$ cat config.mk
export PLATFORM = sky130hd
export DESIGN_NAME = reg_file_alu_seq
export DESIGN_NICKNAME = d
export VERILOG_FILES = /design/src/rtl/reg_file_alu_seq_pkg.sv /design/src/rtl/reg_file_alu_seq_dec.sv /design/src/rtl/reg_file_alu_seq.sv
export SDC_FILE = /design/constraint.sdc
export NUM_CORES = 1
export LEC_CHECK = 0
export BUFFER_PORTS_ARGS = -buffer_cell sky130_fd_sc_hd__clkbuf_2
export CORE_MARGIN = 8
export CORE_UTILIZATION = 45
export DETAILED_ROUTE_END_ITERATION = 7
export GPL_TIMING_DRIVEN = 0
export PLACE_DENSITY = 0.84
export SYNTH_ARGS = -nofsm -noshare
export SYNTH_HDL_FRONTEND = slang
export SYNTH_SLANG_ARGS = --single-unit
$ cat constraint.sdc
create_clock -name clk -period 2.66 [get_ports clk]
set_input_delay 0.266 -clock clk [delete_from_list [all_inputs] [get_ports clk]]
set_output_delay 0.266 -clock clk [all_outputs]
set_load 0.1 [all_outputs]
$ cat src/rtl/reg_file_alu_seq_pkg.sv
// Shared types for the reg_file_alu micro-sequencer: opcodes, ALU selects, FSM states, decode bundle.
// Instruction layout is {op[3:0], rd, rs1, imm}; the helpers give field LSB positions for any width.
package reg_file_alu_seq_pkg;

    typedef enum logic [3:0] {
        OP_NOP  = 4'd0,
        OP_AND  = 4'd1,
        OP_OR   = 4'd2,
        OP_ADD  = 4'd3,
        OP_SUB  = 4'd4,
        OP_ANDI = 4'd5,
        OP_ORI  = 4'd6,
        OP_ADDI = 4'd7,
        OP_SUBI = 4'd8,
        OP_LDI  = 4'd9,
        OP_CMP  = 4'd10
    } opcode_e;

    localparam logic [1:0] ALU_AND = 2'b00;
    localparam logic [1:0] ALU_OR  = 2'b01;
    localparam logic [1:0] ALU_ADD = 2'b10;
    localparam logic [1:0] ALU_SUB = 2'b11;

    typedef enum logic [1:0] {
        ST_IDLE = 2'd0,
        ST_CLR  = 2'd1,
        ST_EXEC = 2'd2
    } state_e;

    typedef struct packed {
        logic       alusrc;
        logic [1:0] aluctl;
        logic       wr_en;
        logic       two_phase;
        logic       is_illegal;
    } dec_t;

    localparam int OP_W = 4;

    function automatic int instr_w(input int aw, input int dw);
        return OP_W + 2 * aw + dw;
    endfunction

    function automatic int op_lsb(input int aw, input int dw);
        return dw + 2 * aw;
    endfunction

    function automatic int rd_lsb(input int aw, input int dw);
        return dw + aw;
    endfunction

    function automatic int rs1_lsb(input int dw);
        return dw;
    endfunction

endpackage

$ cat src/rtl/reg_file_alu_seq_dec.sv
// Opcode decoder: op -> ALU operand source, ALU function, write enable, two-phase and illegal flags.
// Purely combinational, zero latency; no handshake of its own.
module reg_file_alu_seq_dec
    import reg_file_alu_seq_pkg::*;
(
    input  logic [3:0] i_op,
    output dec_t       o_dec
);

    always_comb begin
        o_dec = '0;
        case (i_op)
            OP_NOP:  o_dec.aluctl = ALU_AND;
            OP_AND:  begin o_dec.aluctl = ALU_AND; o_dec.wr_en = 1'b1; end
            OP_OR:   begin o_dec.aluctl = ALU_OR;  o_dec.wr_en = 1'b1; end
            OP_ADD:  begin o_dec.aluctl = ALU_ADD; o_dec.wr_en = 1'b1; end
            OP_SUB:  begin o_dec.aluctl = ALU_SUB; o_dec.wr_en = 1'b1; end
            OP_ANDI: begin o_dec.aluctl = ALU_AND; o_dec.wr_en = 1'b1; o_dec.alusrc = 1'b1; end
            OP_ORI:  begin o_dec.aluctl = ALU_OR;  o_dec.wr_en = 1'b1; o_dec.alusrc = 1'b1; end
            OP_ADDI: begin o_dec.aluctl = ALU_ADD; o_dec.wr_en = 1'b1; o_dec.alusrc = 1'b1; end
            OP_SUBI: begin o_dec.aluctl = ALU_SUB; o_dec.wr_en = 1'b1; o_dec.alusrc = 1'b1; end
            // LDI second phase is an ORI of the freshly cleared rd with the immediate
            OP_LDI: begin
                o_dec.aluctl    = ALU_OR;
                o_dec.wr_en     = 1'b1;
                o_dec.alusrc    = 1'b1;
                o_dec.two_phase = 1'b1;
            end
            OP_CMP:  o_dec.aluctl = ALU_SUB;
            default: o_dec.is_illegal = 1'b1;
        endcase
    end

endmodule

$ cat src/rtl/reg_file_alu_seq.sv
// Micro-sequencer for reg_file_alu: one instruction per cycle sustained (LDI takes two), result one edge after EXEC.
// instr_ready is low during the LDI clear phase and during reset; a stalled producer must hold instr stable.
module reg_file_alu_seq
    import reg_file_alu_seq_pkg::*;
#(
    parameter int DATA_W = 8,
    parameter int ADDR_W = 4,
    parameter int CNT_W  = 16
) (
    input  logic                         clk,
    input  logic                         reset,
    input  logic                         instr_valid,
    output logic                         instr_ready,
    input  logic [4+2*ADDR_W+DATA_W-1:0] instr,
    output logic [ADDR_W-1:0]            RA1,
    output logic [ADDR_W-1:0]            RA2,
    output logic [ADDR_W-1:0]            WA,
    output logic [DATA_W-1:0]            external_data_in,
    output logic                         RegWrite,
    output logic                         ALUSrc,
    output logic [1:0]                   ALUControl,
    input  logic [DATA_W-1:0]            ALUResult,
    output logic [DATA_W-1:0]            res_data,
    output logic                         res_valid,
    output logic                         illegal,
    output logic                         busy,
    output logic [CNT_W-1:0]             instr_count
);

    localparam int IW      = instr_w(ADDR_W, DATA_W);
    localparam int OP_LSB  = op_lsb(ADDR_W, DATA_W);
    localparam int RD_LSB  = rd_lsb(ADDR_W, DATA_W);
    localparam int RS1_LSB = rs1_lsb(DATA_W);

    state_e            r_state;
    state_e            w_next;
    logic [IW-1:0]     r_ir;
    logic [DATA_W-1:0] r_res_data;
    logic              r_res_valid;
    logic              r_illegal;
    logic [CNT_W-1:0]  r_cnt;

    logic [3:0]        w_op;
    logic [ADDR_W-1:0] w_rd;
    logic [ADDR_W-1:0] w_rs1;
    logic [ADDR_W-1:0] w_rs2;
    logic [DATA_W-1:0] w_imm;
    logic              w_hs;
    logic              w_in_ldi;
    dec_t              w_dec;

    assign w_op  = r_ir[OP_LSB +: 4];
    assign w_rd  = r_ir[RD_LSB +: ADDR_W];
    assign w_rs1 = r_ir[RS1_LSB +: ADDR_W];
    assign w_imm = r_ir[DATA_W-1:0];
    assign w_rs2 = w_imm[ADDR_W-1:0];

    reg_file_alu_seq_dec u_dec (
        .i_op  (w_op),
        .o_dec (w_dec)
    );

    // Ready is forced low while reset is held so nothing appears accepted during reset
    assign instr_ready = ~reset & ((r_state == ST_IDLE) | (r_state == ST_EXEC));
    assign w_hs        = instr_valid & instr_ready;
    assign w_in_ldi    = (instr[OP_LSB +: 4] == OP_LDI);
    assign busy        = (r_state != ST_IDLE);

    always_ff @(posedge clk or posedge reset) begin
        if (reset) begin
            r_state <= ST_IDLE;
        end else begin
            r_state <= w_next;
        end
    end

    always_comb begin
        w_next = r_state;
        case (r_state)
            ST_IDLE, ST_EXEC: begin
                if (w_hs) begin
                    w_next = w_in_ldi ? ST_CLR : ST_EXEC;
                end else begin
                    w_next = ST_IDLE;
                end
            end
            ST_CLR:  w_next = ST_EXEC;
            default: w_next = ST_IDLE;
        endcase
    end

    always_comb begin
        RA1              = '0;
        RA2              = '0;
        WA               = '0;
        external_data_in = '0;
        RegWrite         = 1'b0;
        ALUSrc           = 1'b0;
        ALUControl       = ALU_AND;
        case (r_state)
            // LDI clear phase: rd - rd written back to rd
            ST_CLR: begin
                RA1        = w_rd;
                RA2        = w_rd;
                WA         = w_rd;
                ALUControl = ALU_SUB;
                RegWrite   = 1'b1;
            end
            ST_EXEC: begin
                RA1              = w_dec.two_phase ? w_rd : w_rs1;
                RA2              = w_dec.two_phase ? '0 : w_rs2;
                WA               = w_rd;
                ALUSrc           = w_dec.alusrc;
                ALUControl       = w_dec.aluctl;
                RegWrite         = w_dec.wr_en;
                external_data_in = w_dec.alusrc ? w_imm : '0;
            end
            default: ;
        endcase
    end

    always_ff @(posedge clk or posedge reset) begin
        if (reset) begin
            r_ir <= '0;
        end else if (w_hs) begin
            r_ir <= instr;
        end
    end

    always_ff @(posedge clk or posedge reset) begin
        if (reset) begin
            r_res_data  <= '0;
            r_res_valid <= 1'b0;
            r_illegal   <= 1'b0;
            r_cnt       <= '0;
        end else begin
            r_res_valid <= 1'b0;
            r_illegal   <= 1'b0;
            if (r_state == ST_EXEC) begin
                r_res_data <= ALUResult;
                if (w_dec.is_illegal) begin
                    r_illegal <= 1'b1;
                end else begin
                    r_res_valid <= 1'b1;
                    r_cnt       <= r_cnt + CNT_W'(1);
                end
            end
        end
    end

    assign res_data    = r_res_data;
    assign res_valid   = r_res_valid;
    assign illegal     = r_illegal;
    assign instr_count = r_cnt;

endmodule

Yosys cells after proc, flatten, opt, wreduce, memory -nomap -nowiden
Cells that the tools add are included.
- word-level logic and storage cells: 57
- bits of input ports: 31
- flip-flop bits (word level): 48
- output and inout bits: 52
- equality and inequality tests: 13
- muxes and demuxes: 21
- add/subtract/negate cells: 1
- reduce and logical (&&, ||, !) cells: 12
- bitwise gates (word level): 4
- operators with widths (kind ; number):
    $add 16x1->16 const B ; 1
    $eq 4x3->1 const B ; 4
    $eq 4x4->1 const B ; 4
    $mux 8 ; 2
    $pmux 4 s2 ; 2
    $mux 4 ; 3
    $reduce_or 11->1 ; 1
    $reduce_or 9->1 ; 1
    $eq 4x2->1 const B ; 2
    $mux 1 ; 8
    $pmux 2 s2 ; 2
    $pmux 2 s3 ; 1
    $reduce_or 2->1 ; 3
    $reduce_or 3->1 ; 2
    $reduce_or 5->1 ; 1
    $eq 4x1->1 const B ; 1
    $logic_not 4->1 ; 1
    $mux 2 ; 2
    $and 1x1->1 ; 2
    $eq 2x1->1 const B ; 1
    $eq 2x2->1 const B ; 1
    $logic_not 2->1 ; 1
    $pmux 1 s2 ; 1
    $reduce_and 2->1 ; 1
    3 further kinds ; 3

Depth between registers and ports, before layout
Gate-level depths: netlist (run 1).
- depth after elaboration: 6
- depth in mapped cells: 8
- gate-level depth less buffers: 6

Hierarchy
From an unflattened synthesis (run 1), not the netlist that was laid out.
- cell total of the unflattened synthesis: 194
- area total of the unflattened synthesis: 2438.6 um2
- modules (own cells, without submodules) (module ; area an instance (um2) ; instances ; cells each ; sequential area each (um2)):
    reg_file_alu_seq ; 2326.0 ; 1 ; 177 ; 1201.2
    reg_file_alu_seq_dec ; 112.6 ; 1 ; 17 ; 0.0

Worst setup path after synthesis (run 1)
No wires, ideal clock.
- path type: reg-to-output
- from: register r_ir[18]
- to: output port RA1[0]
- arrival time: 3.233 ns
- buffers on the path: 1
- cell stages (with the launch flop): 6
- setup slack: -0.839 ns
- required time: 2.394 ns
- path through: dfrtp_1 buf_4 and4bb_4 mux2_2 nand2_1 a21boi_0
- longest elaborated chain between the ends: 4
- RTL lines (item ; line ; text):
    start, declared ; reg_file_alu_seq.sv:37 ; logic [IW-1:0] r_ir;
    start signal, assigned ; reg_file_alu_seq.sv:126 ; r_ir <= instr;
    $eq 4x4->1 ; reg_file_alu_seq_dec.sv:12 ; case (i_op)
    $mux 1 ; reg_file_alu_seq_dec.sv:12 ;
    $mux 4 ; reg_file_alu_seq.sv:110 ; RA1 = w_dec.two_phase ? w_rd : w_rs1;
    $pmux 4 s2 ; reg_file_alu_seq.sv:100 ; case (r_state)
    end, declared ; reg_file_alu_seq.sv:15 ; output logic [ADDR_W-1:0] RA1,
Every way passes these cells.

Worst setup path in the final report (run 1)
- from: register r_state[0]
- to: output port external_data_in[3]
- longest elaborated chain between the ends: 2
- RTL lines (item ; line ; text):
    start, declared ; reg_file_alu_seq.sv:35 ; state_e r_state;
    start signal, assigned ; reg_file_alu_seq.sv:73 ; r_state <= w_next;
    $eq 2x2->1 ; reg_file_alu_seq.sv:100 ;
    $mux 8 ; reg_file_alu_seq.sv:100 ;
    end, declared ; reg_file_alu_seq.sv:18 ; output logic [DATA_W-1:0] external_data_in,
Every way passes these cells.

==> flow_metrics.env, run 1 <==
export IMPL_hold_viol=0
export IMPL_path_cells="inv_1 -> ha_1 -> buf_6 -> clkbuf_1 -> and3_1 -> clkbuf_2"
export IMPL_avgSynthCellArea_um2=11.4
export IMPL_netSwitchingPower_uw=1190
export IMPL_reg2regPathDepth=7
export IMPL_post_dp_cell_area_um2=3000
export IMPL_rsz0062_at_grt="no"
export IMPL_place_gp_congestion=0.742
export IMPL_cp_end_kind="primary output"
export IMPL_final_common_cell="clkbuf_2"
export IMPL_cellLeakagePower_uw=0.00156
export IMPL_synth_top_area_share=0.490
export IMPL_tritoncts="done"
export IMPL_cpPeakStageDelay_ns=0.46
export IMPL_fin_crit_ns=2.49
export IMPL_ys_warn_count=0
export IMPL_die_h_um=89.8
export IMPL_worstPathMaxFanout=10
export IMPL_drtAntennaViolNets=0
export IMPL_synth_edff_count=0
export IMPL_reg2reg_to="r_ir[14]"
export IMPL_synthMuxAreaShare=0.147
export IMPL_track_usage=0.148
export IMPL_synth_top_family_by_area="simple AND/OR/NAND/NOR gates"
export IMPL_grt_overflow=0
export IMPL_grt_pass1_wl_um=9950
export IMPL_drv_cap=0
export IMPL_synth_fp_nets=251
export IMPL_yosys_top_cells_area="dfrtp_1, mux2_2, nand2_1"
export IMPL_rows=27
export IMPL_route_vias_total=1916
export IMPL_syn_area_um2=2450
export IMPL_grt_pass1_vias=2072
export IMPL_synth_flop_cell="dfrtp_1"
export IMPL_max_freq_ghz=0.402
export IMPL_wl_per_cell_um=15.3
export IMPL_htree_levels=2
export IMPL_boundaryPins=83
export IMPL_dr_pass1_iters=4
export IMPL_synth_compound_area_frac=0.0628
export IMPL_setup_tns_ns=0
export IMPL_postCtsSetupRepairBufs=0
export IMPL_cts_root_buf="clkbuf_8"
export IMPL_design_area_um2=3110
export IMPL_power_share_clock=0.186
export IMPL_numCtsBuffers=5
export IMPL_dieWidth_um=89.8
export IMPL_area_delta_synth_final_pct=26.8
export IMPL_rrSetupSlack_ns=0.82
export IMPL_worstPathArrival_ns=2.22
export IMPL_status="finished, final reports clean"
export IMPL_cts_sinks=48
export IMPL_drt_total_wl_um=5810
export IMPL_critPathLaunchType="flop"
export IMPL_synthSimpleGateAreaFrac=0.180
export IMPL_mostFrequentLayoutCells="clkbuf_2, dfrtp_1, mux2_2, nand2_1, xor2_1"
export IMPL_start_util=0.456
export IMPL_fin_util=0.578
export IMPL_dpl_hpwl_um=4400
export IMPL_ys_types=37
export IMPL_core_um2=5370
export IMPL_ys_ff_latch=48
export IMPL_pwr_density_cell_nw_per_um2=807
export IMPL_clk_insertion_delay_late_ns=0.30
export IMPL_ys_seq_area_frac=0.490
export IMPL_port_buffers=82
export IMPL_crit_path_end="external_data_in[3]"
export IMPL_drtIter0Drc=51
export IMPL_via_per_inst=5.06
export IMPL_p_comb_frac=0.432
export IMPL_intPower_uw=1310
export IMPL_sw_frac_of_total=0.476
export IMPL_ir_drop_mv=0.474
export IMPL_worst_endpoint_required_ns=2.39
export IMPL_synth_adder_area_share=0.0255
export IMPL_yosys_area_top_type="dfrtp_1"
export IMPL_slew_viol_final=0
export IMPL_seqPwrFrac=0.382
export IMPL_route_detailed_drc=0
export IMPL_finalSetupViolCount=0
export IMPL_netlist_instances=215
export IMPL_cts_buffer_depth=2
export IMPL_drive_above_1_share=0.476
export IMPL_relSlewSlack=0.630
export IMPL_total_power_uw=2510
export IMPL_antenna_cells=0
export IMPL_grt_antenna_before_repair=0
export IMPL_critPathKind="reg -> out"
export IMPL_dieArea_um2=8060
export IMPL_nNetsFinal=342
export IMPL_finalCritPeriodShare=0.936
export IMPL_cpMaxStageDelayCell="clkbuf_2"
export IMPL_clk_pin_slew_ns=0.10
export IMPL_grt_max_degree=30
export IMPL_min_path_type="in -> reg"
export IMPL_worst_slew_pin_slew_ns=0.557
export IMPL_holdWs_ns=0.185
export IMPL_fin_skew_ns=0.00739
export IMPL_nFillCells=480
export IMPL_rr_startpoint="r_state[0]"
export IMPL_synthXorXnorAreaFrac=0.0536
export IMPL_ys_async_sr_fraction=1.00
export IMPL_cp_startpoint="r_state[0]"
==> registers in the layout (all words and copies together) (netlist names) <==
signal,cells
illegal,1
instr_count,16
r_ir,20
r_state,2
res_data,8
res_valid,1
==> power by group through the flow <==
stage	logic, µW	registers (µW)	clock network [µW]
after floorplan	437	1420	0
after global placement	1070	961	0
after detailed placement	1090	970	0
after CTS	1090	956	480
after global routing	1130	976	508
final	1080	957	467
==> how the worst min path moves through the flow <==
stage                          startpoint              end  slack [ns]  cells after the start
after floorplan                 instr[17]         r_ir[17]        0.42                      1
after global placement    instr_count[15]  instr_count[15]        0.46                      1
after detailed placement            reset      res_data[6]        0.30                      2
after CTS                        instr[5]          r_ir[5]        0.18                      2
after global routing             instr[5]          r_ir[5]        0.18                      2
final                           instr[15]         r_ir[15]        0.19                      2
==> worst max-delay path: cells and delay by family, from the launching register on <==
family | cells | cell delay, ns
flip-flops | 1 | 0.43
buffers and inverters | 4 | 1.04
AND/OR/NAND/NOR | 1 | 0.25
adder cells (fa/ha/maj) | 1 | 0.19
==> area by class of cell <==
cell class / instances / area (µm²) / area share
Sequential cell: 48 / 1200 / 0.387
Multi-Input combinational cell: 151 / 1180 / 0.379
Timing Repair Buffer: 84 / 440 / 0.142
Tap cell: 72 / 90.1 / 0.0290
Clock buffer: 6 / 82.6 / 0.0266
Buffer: 10 / 77.6 / 0.0250
Inverter: 6 / 22.5 / 0.00725
Clock inverter: 2 / 15.0 / 0.00483
==> per-layer routing <==
metal / wire length, µm / global-route usage
met1: 2550 / 0.176
met2: 2790 / 0.239
met3: 392 / 0.0532
met4: 73 / 0.0564
met5: 0 / 0
==> cell usage after synthesis (4+ instances only) <==
cell,count
nand4_1,4
nand2_1,28
mux2_2,32
nor3_1,7
ha_1,5
dfrtp_1,48
nor2_1,9
a21boi_0,8
and3_1,8
buf_6,4
and2_1,6
xor2_1,12
inv_1,6
==> timing repair <==
item                       in CTS  in global routing
hold endpoints to repair       19                  0
setup endpoints to repair       0                  6
hold buffers                    1                  0
gates resized for setup         0                  6
==> cells by family after synthesis <==
family | count (synthesis)
flops | 48
xor+xnor | 15
simple gates | 79
buf+inv | 16
compound gates | 20
mux | 32
fa+ha+maj | 5
==> stage by stage <==
stage / std cells / worst slack, ns
after floorplan: 215 / -0.102
after global placement: 369 / 0.504
after detailed placement: 370 / 0.484
after CTS: 379 / 0.142
after global routing: 379 / 0.00423
final: 379 / 0.170
(Power assumes the default switching activity.)
==> run 2: changes to the inputs <==
- clock period: 2.66 -> 2.5 ns (I/O delays scaled with it)
==> run 2 against run 1 <==
  * Critical endpoint is now WA[2]
  * Critical path type unchanged
  * Hold slack worse by 0.0050 ns
  * Sequential share of layout area down 0.88 points
  * Cell area up 2.3%
  * Count of clock-buffer cells in the layout unchanged
  * Highest routed layer unchanged
==> flow_metrics.env, run 2 (same netlist as run 1, synthesis figures left out) <==
export IMPL_status="finished, final reports clean"
export IMPL_grt_max_degree=34
export IMPL_ir_drop_mv=0.822
export IMPL_area_delta_synth_final_pct=29.8
export IMPL_nNetsFinal=342
export IMPL_cts_sinks=48
export IMPL_worst_endpoint_required_ns=2.25
export IMPL_grt_pass1_vias=2103
export IMPL_dieWidth_um=89.8
export IMPL_cpMaxStageDelayCell="dfrtp_1"
export IMPL_core_um2=5370
export IMPL_critPathLaunchType="flop"
export IMPL_route_detailed_drc=0
export IMPL_holdWs_ns=0.180
export IMPL_drive_above_1_share=0.485
export IMPL_dieArea_um2=8060
export IMPL_slew_viol_final=0
export IMPL_boundaryPins=83
export IMPL_rr_startpoint="r_state[0]"
export IMPL_post_dp_cell_area_um2=3010
export IMPL_regMostFlops="r_ir"
export IMPL_min_path_type="in -> reg"
export IMPL_reg2regPathDepth=7
export IMPL_cp_end_kind="primary output"
export IMPL_holdPathEnd="res_data[6]"
export IMPL_worstPathArrival_ns=2.16
export IMPL_via_per_inst=5.01
export IMPL_route_vias_total=1899
export IMPL_cts_root_buf="clkbuf_8"
export IMPL_rrSetupSlack_ns=0.62
export IMPL_tritoncts="done"
export IMPL_dp_slack_ns=0.306
export IMPL_reg2reg_to="r_ir[10]"
export IMPL_track_usage=0.143
export IMPL_fin_crit_ns=2.41
export IMPL_wl_per_cell_um=15.4
export IMPL_grt_antenna_before_repair=0
export IMPL_drtAntennaViolNets=0
export IMPL_clk_pin_slew_ns=0.10
export IMPL_port_buffers=82
export IMPL_htree_levels=2
export IMPL_mostFrequentLayoutCells="clkbuf_2, dfrtp_1, mux2_2, nand2_1, clkbuf_4"
export IMPL_largest_reg_flops=20
export IMPL_critPathKind="reg -> out"
export IMPL_cts_buffer_depth=2
export IMPL_grt_overflow=0
export IMPL_finalCritPeriodShare=0.964
export IMPL_cp_num_buf_inv=3
export IMPL_holdPathStages=2
export IMPL_place_gp_congestion=0.753
export IMPL_finalSetupViolCount=0
export IMPL_cpPeakStageDelay_ns=0.42
export IMPL_worstPathMaxFanout=10
export IMPL_dpl_hpwl_um=4530
export IMPL_dr_pass1_iters=4
export IMPL_worst_slack_ns=0.0903
export IMPL_worst_slew_pin_slew_ns=0.553
export IMPL_hold_viol=0
export IMPL_drtIter0Drc=64
export IMPL_final_common_cell="clkbuf_2"
export IMPL_fin_skew_ns=0.0108
export IMPL_relSlewSlack=0.633
export IMPL_start_util=0.456
export IMPL_path_cells="inv_1 -> ha_1 -> clkbuf_1 -> and2_1 -> buf_2"
export IMPL_clk_insertion_delay_late_ns=0.30
export IMPL_pwr_density_cell_nw_per_um2=871
export IMPL_max_freq_ghz=0.415
export IMPL_min_from="ALUResult[6]"
export IMPL_cellLeakagePower_uw=0.00159
export IMPL_antenna_cells=0
export IMPL_grt_pass1_wl_um=9740
export IMPL_rsz0062_at_grt="no"
export IMPL_path_delay_family="buffers and inverters"
export IMPL_drv_cap=0
export IMPL_rows=27
export IMPL_numCtsBuffers=5
export IMPL_die_h_um=89.8
export IMPL_drt_total_wl_um=5820
export IMPL_design_area_um2=3180
-- run 2: worst max-delay path by stage --
stage | from | endpoint | depth (start not counted)
3_3_place_gp | r_state[0] | RA1[0] | 5
3_5_place_dp | r_state[0] | RA1[3] | 5
4_1_cts | r_state[0] | RegWrite | 5
6_report | r_state[0] | WA[2] | 5
2_1_floorplan | r_ir[18] | RA1[0] | 5
5_1_grt | r_state[0] | external_data_in[2] | 6
-- run 2: routing by layer --
layer,part of all wire,track usage
met1,0.41,0.154
met2,0.52,0.259
met3,0.061,0.0457
met4,0.0088,0.0465
met5,0,0
-- run 2: repair_timing --
item | CTS | global route
buffers inserted | 0 | 0
hold buffers | 1 | 0
endpoints found under the hold margin | 15 | 0
setup endpoints to repair | 3 | 16
gates resized for setup | 3 | 29
-- run 2: report_power, final --
part           total (µW)  internal [µW]  leakage, µW  switching [µW]
Combinational        1160            275     0.000925             885
Sequential           1020            907     0.000599             109
Clock                 593            327    0.0000614             265
-- run 2: layout make-up --
| cell class | instances | area, µm² |
|---|---|---|
| fillers | 448 | 2190 |
| flip-flops and latches | 48 | 1200 |
| multi-input cells | 151 | 1190 |
| repair buffers | 84 | 480 |
| well taps | 72 | 90.1 |
| clock buffers | 6 | 82.6 |
| plain buffers | 10 | 77.6 |
| clock inverters | 2 | 38.8 |
| inverters | 6 | 22.5 |
-- run 2: through the flow --
step                TNS, ns  utilization  instances  total power, µW
floorplan            -0.246            -        215             1980
global placement          0        0.556        369             2160
detailed placement        0        0.560        370             2190
CTS                       0        0.586        379             2790
global route              0        0.592        379             2880
finish                    0        0.592        379             2770
